## config.mk

```make
export PLATFORM = sky130hd
export DESIGN_NAME = cpu_clock_ctrl
export DESIGN_NICKNAME = d
export VERILOG_FILES = /design/src/rtl/cpu_clock_ctrl.sv
export SDC_FILE = /design/constraint.sdc
export NUM_CORES = 1
export LEC_CHECK = 0
export BUFFER_PORTS_ARGS = -buffer_cell sky130_fd_sc_hd__buf_2
export CAP_MARGIN = 25
export CORE_ASPECT_RATIO = 0.8
export CORE_MARGIN = 2
export CORE_UTILIZATION = 59
export CTS_CLUSTER_SIZE = 40
export DETAILED_ROUTE_END_ITERATION = 10
export PLACE_DENSITY_LB_ADDON = 0.05
export SLEW_MARGIN = 20
export SYNTH_ARGS = -nofsm -noshare
export SYNTH_HDL_FRONTEND = slang
export SYNTH_SLANG_ARGS = --single-unit
```

## constraint.sdc

```tcl
create_clock -name clk_i -period 4.15 [get_ports clk_i]
set_input_delay 0.415 -clock clk_i [delete_from_list [all_inputs] [get_ports clk_i]]
set_output_delay 0.415 -clock clk_i [all_outputs]
set_load 0.02 [all_outputs]
```

## src/rtl/cpu_clock_ctrl.sv

```systemverilog
// Clock-enable controller for the CPU core: issues single-cycle cpu_ce pulses at a
// programmable rate (RUN), once per debounced button press (STEP), or never (HALT).
module cpu_clock_ctrl #(
    parameter int DIV_W    = 21,
    parameter int DEF_DIV  = 250000,
    parameter int DB_W     = 20,
    parameter int DB_COUNT = 500000
) (
    input  logic             clk_i,
    input  logic             rst_ni,
    input  logic             mode_run_i,
    input  logic             step_btn_i,
    input  logic             halt_req_i,
    input  logic             div_wr_i,
    input  logic [DIV_W-1:0] div_data_i,
    output logic             cpu_ce_o,
    output logic             cpu_clock_o,
    output logic [1:0]       state_o,
    output logic [15:0]      tick_count_o
);

    typedef enum logic [1:0] {
        HALT = 2'd0,
        RUN  = 2'd1,
        STEP = 2'd2
    } state_e;

    localparam logic [DIV_W-1:0] DefDiv = DIV_W'(DEF_DIV);
    localparam logic [DIV_W-1:0] MinDiv = DIV_W'(2);
    localparam logic [DB_W-1:0]  DbLast = DB_W'(DB_COUNT - 1);

    logic             sync1_q, sync2_q;
    logic [DB_W-1:0]  db_cnt_q, db_cnt_d;
    logic             btn_db_q, btn_db_d;
    logic             btn_prev_q;
    logic             press;

    state_e           state_q, state_d;
    logic [DIV_W-1:0] cnt_q, cnt_d;
    logic [DIV_W-1:0] divisor_q, divisor_d;
    logic             cpu_ce_q, cpu_ce_d;
    logic             cpu_clock_q, cpu_clock_d;
    logic [15:0]      tick_count_q, tick_count_d;

    always_ff @(posedge clk_i or negedge rst_ni) begin
        if (!rst_ni) begin
            sync1_q    <= 1'b0;
            sync2_q    <= 1'b0;
            db_cnt_q   <= '0;
            btn_db_q   <= 1'b0;
            btn_prev_q <= 1'b0;
        end else begin
            sync1_q    <= step_btn_i;
            sync2_q    <= sync1_q;
            db_cnt_q   <= db_cnt_d;
            btn_db_q   <= btn_db_d;
            btn_prev_q <= btn_db_q;
        end
    end

    // A level is accepted only after DB_COUNT consecutive cycles of disagreement.
    always_comb begin
        db_cnt_d = db_cnt_q;
        btn_db_d = btn_db_q;
        if (sync2_q == btn_db_q) begin
            db_cnt_d = '0;
        end else if (db_cnt_q == DbLast) begin
            btn_db_d = sync2_q;
            db_cnt_d = '0;
        end else begin
            db_cnt_d = db_cnt_q + DB_W'(1);
        end
    end

    assign press = btn_db_q & ~btn_prev_q;

    always_ff @(posedge clk_i or negedge rst_ni) begin
        if (!rst_ni) begin
            state_q      <= HALT;
            cnt_q        <= '0;
            divisor_q    <= DefDiv;
            cpu_ce_q     <= 1'b0;
            cpu_clock_q  <= 1'b0;
            tick_count_q <= '0;
        end else begin
            state_q      <= state_d;
            cnt_q        <= cnt_d;
            divisor_q    <= divisor_d;
            cpu_ce_q     <= cpu_ce_d;
            cpu_clock_q  <= cpu_clock_d;
            tick_count_q <= tick_count_d;
        end
    end

    // halt_req outranks everything; a divisor write suppresses a terminal-count tick.
    always_comb begin
        state_d   = state_q;
        cnt_d     = cnt_q;
        divisor_d = divisor_q;
        cpu_ce_d  = 1'b0;

        if (div_wr_i) begin
            divisor_d = (div_data_i < MinDiv) ? MinDiv : div_data_i;
        end

        if (halt_req_i) begin
            state_d = HALT;
            cnt_d   = '0;
        end else begin
            case (state_q)
                HALT: begin
                    cnt_d = '0;
                    if (press) begin
                        state_d = mode_run_i ? RUN : STEP;
                    end
                end
                RUN: begin
                    if (!mode_run_i) begin
                        state_d = STEP;
                        cnt_d   = '0;
                    end else if (div_wr_i) begin
                        cnt_d = '0;
                    end else if (cnt_q == divisor_q - DIV_W'(1)) begin
                        cnt_d    = '0;
                        cpu_ce_d = 1'b1;
                    end else begin
                        cnt_d = cnt_q + DIV_W'(1);
                    end
                end
                STEP: begin
                    cnt_d = '0;
                    if (mode_run_i) begin
                        state_d = RUN;
                    end else if (press) begin
                        cpu_ce_d = 1'b1;
                    end
                end
                default: begin
                    state_d = HALT;
                    cnt_d   = '0;
                end
            endcase
        end

        cpu_clock_d  = cpu_clock_q ^ cpu_ce_d;
        tick_count_d = cpu_ce_d ? tick_count_q + 16'd1 : tick_count_q;
    end

    assign cpu_ce_o     = cpu_ce_q;
    assign cpu_clock_o  = cpu_clock_q;
    assign state_o      = state_q;
    assign tick_count_o = tick_count_q;

endmodule

```

==> results.py, run 1 <==
metrics = {
    "global_routing": {
        "grt_pass1_wl_um": 16000,
        "grt_util_all_layers_pct": 23.8,
        "via_count_of_the_first_global_routing_pass": 3287,
        "gr-total-overflow": 0,
        "grt_max_degree": 53,
        "grt_antenna_before_repair": 0,
    },
    "finish": {
        "number_of_inserted_filler_cells_in_the_final_layout": 580,
        "syn_to_final_growth_pct": 12.2,
        "post_route_cells_drive_above_1_share_pct": 20.3,
        "multi_input_area_um2": 2360,
        "layout.cells.most_common_list": "dfrtp_1, nor2_1, buf_2, xor2_1, nand2_1",
        "mostFrequentLayoutCell": "dfrtp_1",
        "finalNetCount": 541,
        "antennaDiodeCount": 0,
        "seqCellArea_um2": 2160,
    },
    "routing": {
        "met3_length_um": 662,
        "drt_pre_antenna_iters": 5,
        "route.final.wire_length_um": 9460,
        "drt_first_iter_violations": 202,
        "detail_route.wl_per_cell_um": 15.3,
        "route.vias.total": 3473,
        "route.detailed.drc": 0,
        "highest_layer": "met4",
        "wirelength_met1_um": 4900,
        "drt.antenna.violating_nets": 0,
        "number_of_vias_per_cell_after_detailed_routing": 5.63,
        "met2_wirelength_um": 3780,
    },
    "synth": {
        "async_reset_ff_share_pct": 100,
        "synth_flop_cell": "dfrtp_1",
        "yosys.cell_types.count": 60,
        "yosys_warnings": 0,
        "netlist_area_um2": 4650,
        "synth_sequential_area_ratio_pct": 46.5,
        "netlist_instances": 463,
        "synth.top_cell.area_share_pct": 42.5,
        "postSynthRegisterBits": 86,
        "post_synth_main_area_contributors": "dfrtp_1, xor2_1, xnor2_1, nor2_1, mux2_2",
        "synth_top_cell_by_area": "dfrtp_1",
        "postSynthNetCount": 497,
        "post_synth.cell_area_avg_um2": 10.0,
        "number_of_synthesized_flops_with_an_enable_pin": 0,
    },
    "hold_path": {
        "worstHoldPathType": "primary input to asynchronous set/reset pin",
    },
    "cts": {
        "cts_made_buffers": 9,
        "post_cts_hold_buffer_count": 0,
        "post_cts_resize_count": 0,
        "tritoncts": "done",
        "clock_latency_reported_for_the_late_side_of_the_worst_skew_pair_ns": 0.36,
        "postCtsSetupBuffers": 0,
        "clk_pin_slew_ns": 0.08,
        "cts.sink_count": 86,
        "cts-root-to-sink-buffers": 2,
        "htree_levels": 3,
        "clock_tree.root_cell": "clkbuf_8",
    },
    "floorplan": {
        "dieWidth_um": 103,
        "start_util_pct": 61.7,
        "num_rows": 28,
        "die_height_um": 83.4,
        "boundaryPins": 47,
        "core_region_area_um2": 7530,
        "die_area_um2": 8610,
    },
    "power_and_ir_drop": {
        "max-vdd-ir-drop_mv": 0.227,
        "power.total_mw": 1.83,
        "cellLeakagePower_nw": 2.24,
        "power.density_cell_area_nw_per_um2": 350,
    },
    "status": {
        "outcome": "complete, no violations",
    },
    "sta": {
        "worst_slew_pin_slew_ns": 0.666,
        "final_period_minus_worst_setup_slack_ns": 3.81,
        "slew_viol_final": 0,
        "grt_setup_unrepaired": "no",
        "fmaxAchievable_mhz": 262,
        "number_of_hold_violations_in_the_final_report": 0,
        "setup_viol": 0,
        "finalClockSkew_ns": 0.0104,
        "finalCritPeriodShare_pct": 91.9,
        "slew_headroom_pct": 55.2,
        "totalNegativeSetupSlack_ns": 0,
    },
    "placed_design": {
        "io_buffer_count": 46,
        "gpl.final_weighted_congestion": 0.875,
        "post-dp-hpwl_um": 6980,
    },
    "job": {
        "maxCapViolations": 0,
    },
    "setup_path": {
        "required_ns": 4.43,
        "timing.critical_path.from_type": "register",
        "setup.worst_path.class": "register to register",
        "critical_path_peak_fanout": 15,
        "endpoint_kind": "register",
        "crit_arrival_ns": 4.09,
    },
}
[cells in the mapped netlist, types with 10 or more instances]
cell type and n:
dfrtp_1 79, nor4_1 10, inv_1 12, xnor2_1 37
xor2_1 41, nor2_1 63, nand3_1 22, clkbuf_1 15
nand4_1 12, nor3_1 10, mux2_2 18, nand2_1 39
[state kept, by name (all words and copies together), names as in the netlist]
signal        count
cpu_clock_o       1
tick_count_o     16
state_o           2
sync2_q           1
cpu_ce_o          1
btn_prev_q        1
divisor_q        21
btn_db_q          1
db_cnt_q         20
cnt_q            21
sync1_q           1
[routing by layer]
layer	GRT usage, %	up-vias
met1	38.0	1643
met3	6.65	10
met5	0	-
li1	-	1700
met2	31.7	120
met4	5.98	0
[cells by family (layout without fill, tap and decap cells)]
| group | after synthesis | in the layout | share of synthesized area (%) |
|---|---|---|---|
| xor+xnor | 78 | 78 | 14.7 |
| flops | 86 | 86 | 46.5 |
| buf+inv | 30 | 79 | 2.77 |
| simple gates | 192 | 192 | 20.5 |
| mux | 22 | 22 | 5.28 |
| fa+ha+maj | 7 | 7 | 1.88 |
| compound gates | 48 | 48 | 8.37 |
[worst max-delay path, cell delays in order (launching register included)]
cell       delay, ns
dfrtp_1         0.44
inv_1           0.10
ha_1            0.23
or3b_4          0.43
or4_1           0.43
mux2i_1         0.13
a2111o_1        0.31
a2111oi_2       0.38
or4b_1          0.47
buf_4           0.21
a2111oi_2       0.41
xor2_1          0.19
[where the power goes]
group	leakage (nW)	internal (mW)	switching (mW)
registers	1.13	0.874	0.0516
logic	1.00	0.107	0.133
clock network	0.114	0.374	0.287
[cell type report]
type | instances | area share (%)
multi-input cells | 347 | 45.2
flip-flops and latches | 86 | 41.4
repair buffers | 51 | 5.57
clock buffers | 13 | 3.05
well taps | 105 | 2.52
clock inverters | 3 | 1.32
inverters | 12 | 0.864
[through the flow]
step / util, % / std cells / area [µm²] / worst slack, ns / hold WS [ns]
floorplan: - / 463 / 4650 / 0.556 / 0.119
global placement: 65.8 / 600 / 4960 / 0.477 / 0.344
detailed placement: 66.2 / 601 / 4990 / 0.368 / 0.342
CTS: 69.2 / 617 / 5210 / 0.339 / 0.0161
global route: 69.2 / 617 / 5210 / 0.145 / 0.0388
finish: 69.2 / 617 / 5210 / 0.336 / 0.00651
[worst paths after layout]
kind                               from          endpoint  slack [ns]  depth (start not counted)
max reg2reg                divisor_q[0]  tick_count_o[12]        0.34                         11
min in group clk_i           step_btn_i           sync1_q        0.16                          1
max in group asynchronous        rst_ni     divisor_q[14]        3.48                          2
min reg2reg                     sync1_q           sync2_q        0.35                          0
max                        divisor_q[0]  tick_count_o[12]        0.34                         11
min                              rst_ni      divisor_q[2]       0.007                          1
(Power assumes the default switching activity.)
==> run 2: changes to the inputs <==
--- a/config.mk
+++ b/config.mk
@@ -7,9 +7,11 @@
 export LEC_CHECK = 0
 export BUFFER_PORTS_ARGS = -buffer_cell sky130_fd_sc_hd__buf_2
 export CAP_MARGIN = 25
+export CELL_PAD_IN_SITES_DETAIL_PLACEMENT = 1
+export CELL_PAD_IN_SITES_GLOBAL_PLACEMENT = 2
 export CORE_ASPECT_RATIO = 0.8
 export CORE_MARGIN = 2
-export CORE_UTILIZATION = 59
+export CORE_UTILIZATION = 38
 export CTS_CLUSTER_SIZE = 40
 export DETAILED_ROUTE_END_ITERATION = 10
 export PLACE_DENSITY_LB_ADDON = 0.05
==> run 2 against run 1 <==
- fmax fell by 2.9%
- register-to-register slack got worse by 0.12 ns
- die area rose by 53%
- clock power rose by 33%
- setup slack got worse by 0.12 ns
- final area rose by 2.5%
- via count rose by 1.4%
- flip-flop and latch count did not move
- highest routed layer unchanged
==> results.py, run 2 (same netlist as run 1, synthesis figures left out) <==
metrics = {
    "floorplan": {
        "die_area_um2": 13100,
        "core_region_area_um2": 12100,
        "boundaryPins": 47,
        "start_util_pct": 38.5,
        "num_rows": 36,
        "dieWidth_um": 128,
        "die_height_um": 103,
    },
    "setup_path": {
        "timing.critical_path.from_type": "register",
        "slack_of_the_worst_reg_to_reg_path_ns": 0.22,
        "crit_arrival_ns": 4.19,
        "critical_path_depth": 11,
        "setup.worst_path.class": "register to register",
        "startpoint": "divisor_q[0]",
        "critical_path.most_common_cell": "a2111oi_2",
        "worst_path_slowest_cell": "or4b_1",
        "worst_setup_path_endpoint": "tick_count_o[11]",
        "worst_r2r_path_depth": 11,
        "critical_path.cell_chain": "inv_1 -> ha_1 -> or3b_4 -> or4_1 -> mux2i_1 -> a2111o_1 -> a2111oi_2 -> or4b_1 -> buf_4 -> a2111oi_2 -> xor2_1",
        "reg2reg_to": "tick_count_o[11]",
        "cp_num_buf_inv": 2,
        "cpLargestDelayFamily": "simple AND/OR/NAND/NOR gates",
        "endpoint_kind": "register",
        "critical_path.reg2reg.startpoint": "divisor_q[0]",
        "timing.critical_path.slowest_cell_delay_ns": 0.47,
        "critical_path_peak_fanout": 15,
        "required_ns": 4.41,
    },
    "power_and_ir_drop": {
        "pwr-share-seq_pct": 45.4,
        "clk_pwr_share_pct": 42.8,
        "power.density_cell_area_nw_per_um2": 384,
        "cellLeakagePower_nw": 2.28,
        "max-vdd-ir-drop_mv": 0.265,
        "power_switching_share_pct": 25.6,
        "p_int_mw": 1.53,
        "power.net_switching_mw": 0.526,
        "share_comb_of_total_power_pct": 11.8,
    },
    "placed_design": {
        "post_dp_cell_area_um2": 5020,
        "io_buffer_count": 46,
        "gpl.final_weighted_congestion": 0.809,
        "post-dp-hpwl_um": 8380,
        "dp_cells": 647,
        "pre_cts_slack_ns": 0.212,
    },
    "sta": {
        "worst_slack_setup_final_ns": 0.221,
        "worst_slew_pin_slew_ns": 0.673,
        "finalCritPeriodShare_pct": 94.7,
        "fmaxAchievable_mhz": 254,
        "final_period_minus_worst_setup_slack_ns": 3.93,
        "grt_setup_unrepaired": "no",
        "totalNegativeSetupSlack_ns": 0,
        "finalClockSkew_ns": 0.00486,
        "slew_headroom_pct": 54.8,
        "number_of_hold_violations_in_the_final_report": 0,
        "slew_viol_final": 0,
        "setup_viol": 0,
    },
    "routing": {
        "number_of_vias_per_cell_after_detailed_routing": 5.31,
        "route.detailed.drc": 0,
        "route.final.wire_length_um": 11600,
        "route.vias.total": 3522,
        "drt_pre_antenna_iters": 4,
        "detail_route.wl_per_cell_um": 17.5,
        "drt.antenna.violating_nets": 0,
        "drt_first_iter_violations": 152,
    },
    "cts": {
        "clk_pin_slew_ns": 0.06,
        "clock_latency_reported_for_the_late_side_of_the_worst_skew_pair_ns": 0.34,
        "post_cts_hold_buffer_count": 0,
        "cts-root-to-sink-buffers": 2,
        "htree_levels": 3,
        "cts_made_buffers": 9,
        "cts.sink_count": 86,
        "tritoncts": "done",
        "postCtsSetupBuffers": 0,
        "clock_tree.root_cell": "clkbuf_16",
        "post_cts_resize_count": 0,
    },
    "finish": {
        "seqCellArea_um2": 2160,
        "registers_with_the_most_flip_flops": "cnt_q: 21 flops, divisor_q: 21 flops, db_cnt_q: 20 flops",
        "multi_input_area_um2": 2360,
        "finalNetCount": 540,
        "post_route_cells_drive_above_1_share_pct": 20.4,
        "number_of_inserted_filler_cells_in_the_final_layout": 1374,
        "cell_count_final_fillers_out": 663,
        "syn_to_final_growth_pct": 14.9,
        "layout.cells.most_common_list": "dfrtp_1, nor2_1, buf_2, xor2_1, nand2_1",
        "antennaDiodeCount": 0,
        "final_cell_area_um2": 5340,
        "mostFrequentLayoutCell": "dfrtp_1",
    },
    "global_routing": {
        "grt_util_all_layers_pct": 18.8,
        "grt_max_degree": 52,
        "via_count_of_the_first_global_routing_pass": 3676,
        "grt_antenna_before_repair": 0,
        "gr-total-overflow": 0,
        "grt_pass1_wl_um": 19200,
    },
    "job": {
        "maxCapViolations": 0,
    },
    "status": {
        "outcome": "complete, no violations",
    },
    "hold_path": {
        "worstHoldPathType": "primary input to asynchronous set/reset pin",
    },
}
==> run 2: worst min-delay path by stage <==
stage	from	to	slack, ns	depth (start not counted)
floorplan	rst_ni	btn_db_q	0.12	0
global placement	sync1_q	sync2_q	0.37	0
detailed placement	sync1_q	sync2_q	0.37	0
CTS	rst_ni	divisor_q[2]	0.13	1
global route	step_btn_i	sync1_q	0.16	1
finish	rst_ni	divisor_q[3]	0.10	1
==> run 2: area by class of cell <==
| cell class | count | share of cell area (%) |
|---|---|---|
| Clock buffer | 11 | 4.54 |
| Clock inverter | 5 | 1.55 |
| Inverter | 12 | 0.843 |
| Multi-Input combinational cell | 347 | 44.1 |
| Sequential cell | 86 | 40.4 |
| Tap cell | 152 | 3.56 |
| Timing Repair Buffer | 50 | 4.92 |
==> run 2: metrics by stage <==
| step | hold slack [ns] | power, mW | util (%) |
|---|---|---|---|
| finish | 0.101 | 2.05 | 44.3 |
| CTS | 0.132 | 2.09 | 44.3 |
| global placement | 0.370 | 1.18 | 41.6 |
| detailed placement | 0.366 | 1.19 | 41.6 |
| floorplan | 0.119 | 1.09 | - |
| global route | 0.163 | 2.16 | 44.3 |
==> run 2: per-layer routing <==
metal / vias to the layer above / part of all wire [%] / GRT usage [%]
li1: 1701 / - / -
met1: 1758 / 54 / 27.9
met2: 53 / 41 / 27.9
met3: 10 / 3.6 / 3.74
met4: 0 / 1.1 / 4.99
met5: - / 0 / 0
==> run 2: power by group through the flow <==
stage	clock, mW	combinational (mW)	sequential (mW)
4_1_cts	0.914	0.245	0.930
6_report	0.877	0.242	0.931
2_1_floorplan	0	0.164	0.931
3_5_place_dp	0	0.244	0.945
3_3_place_gp	0	0.237	0.943
5_1_grt	0.949	0.277	0.937
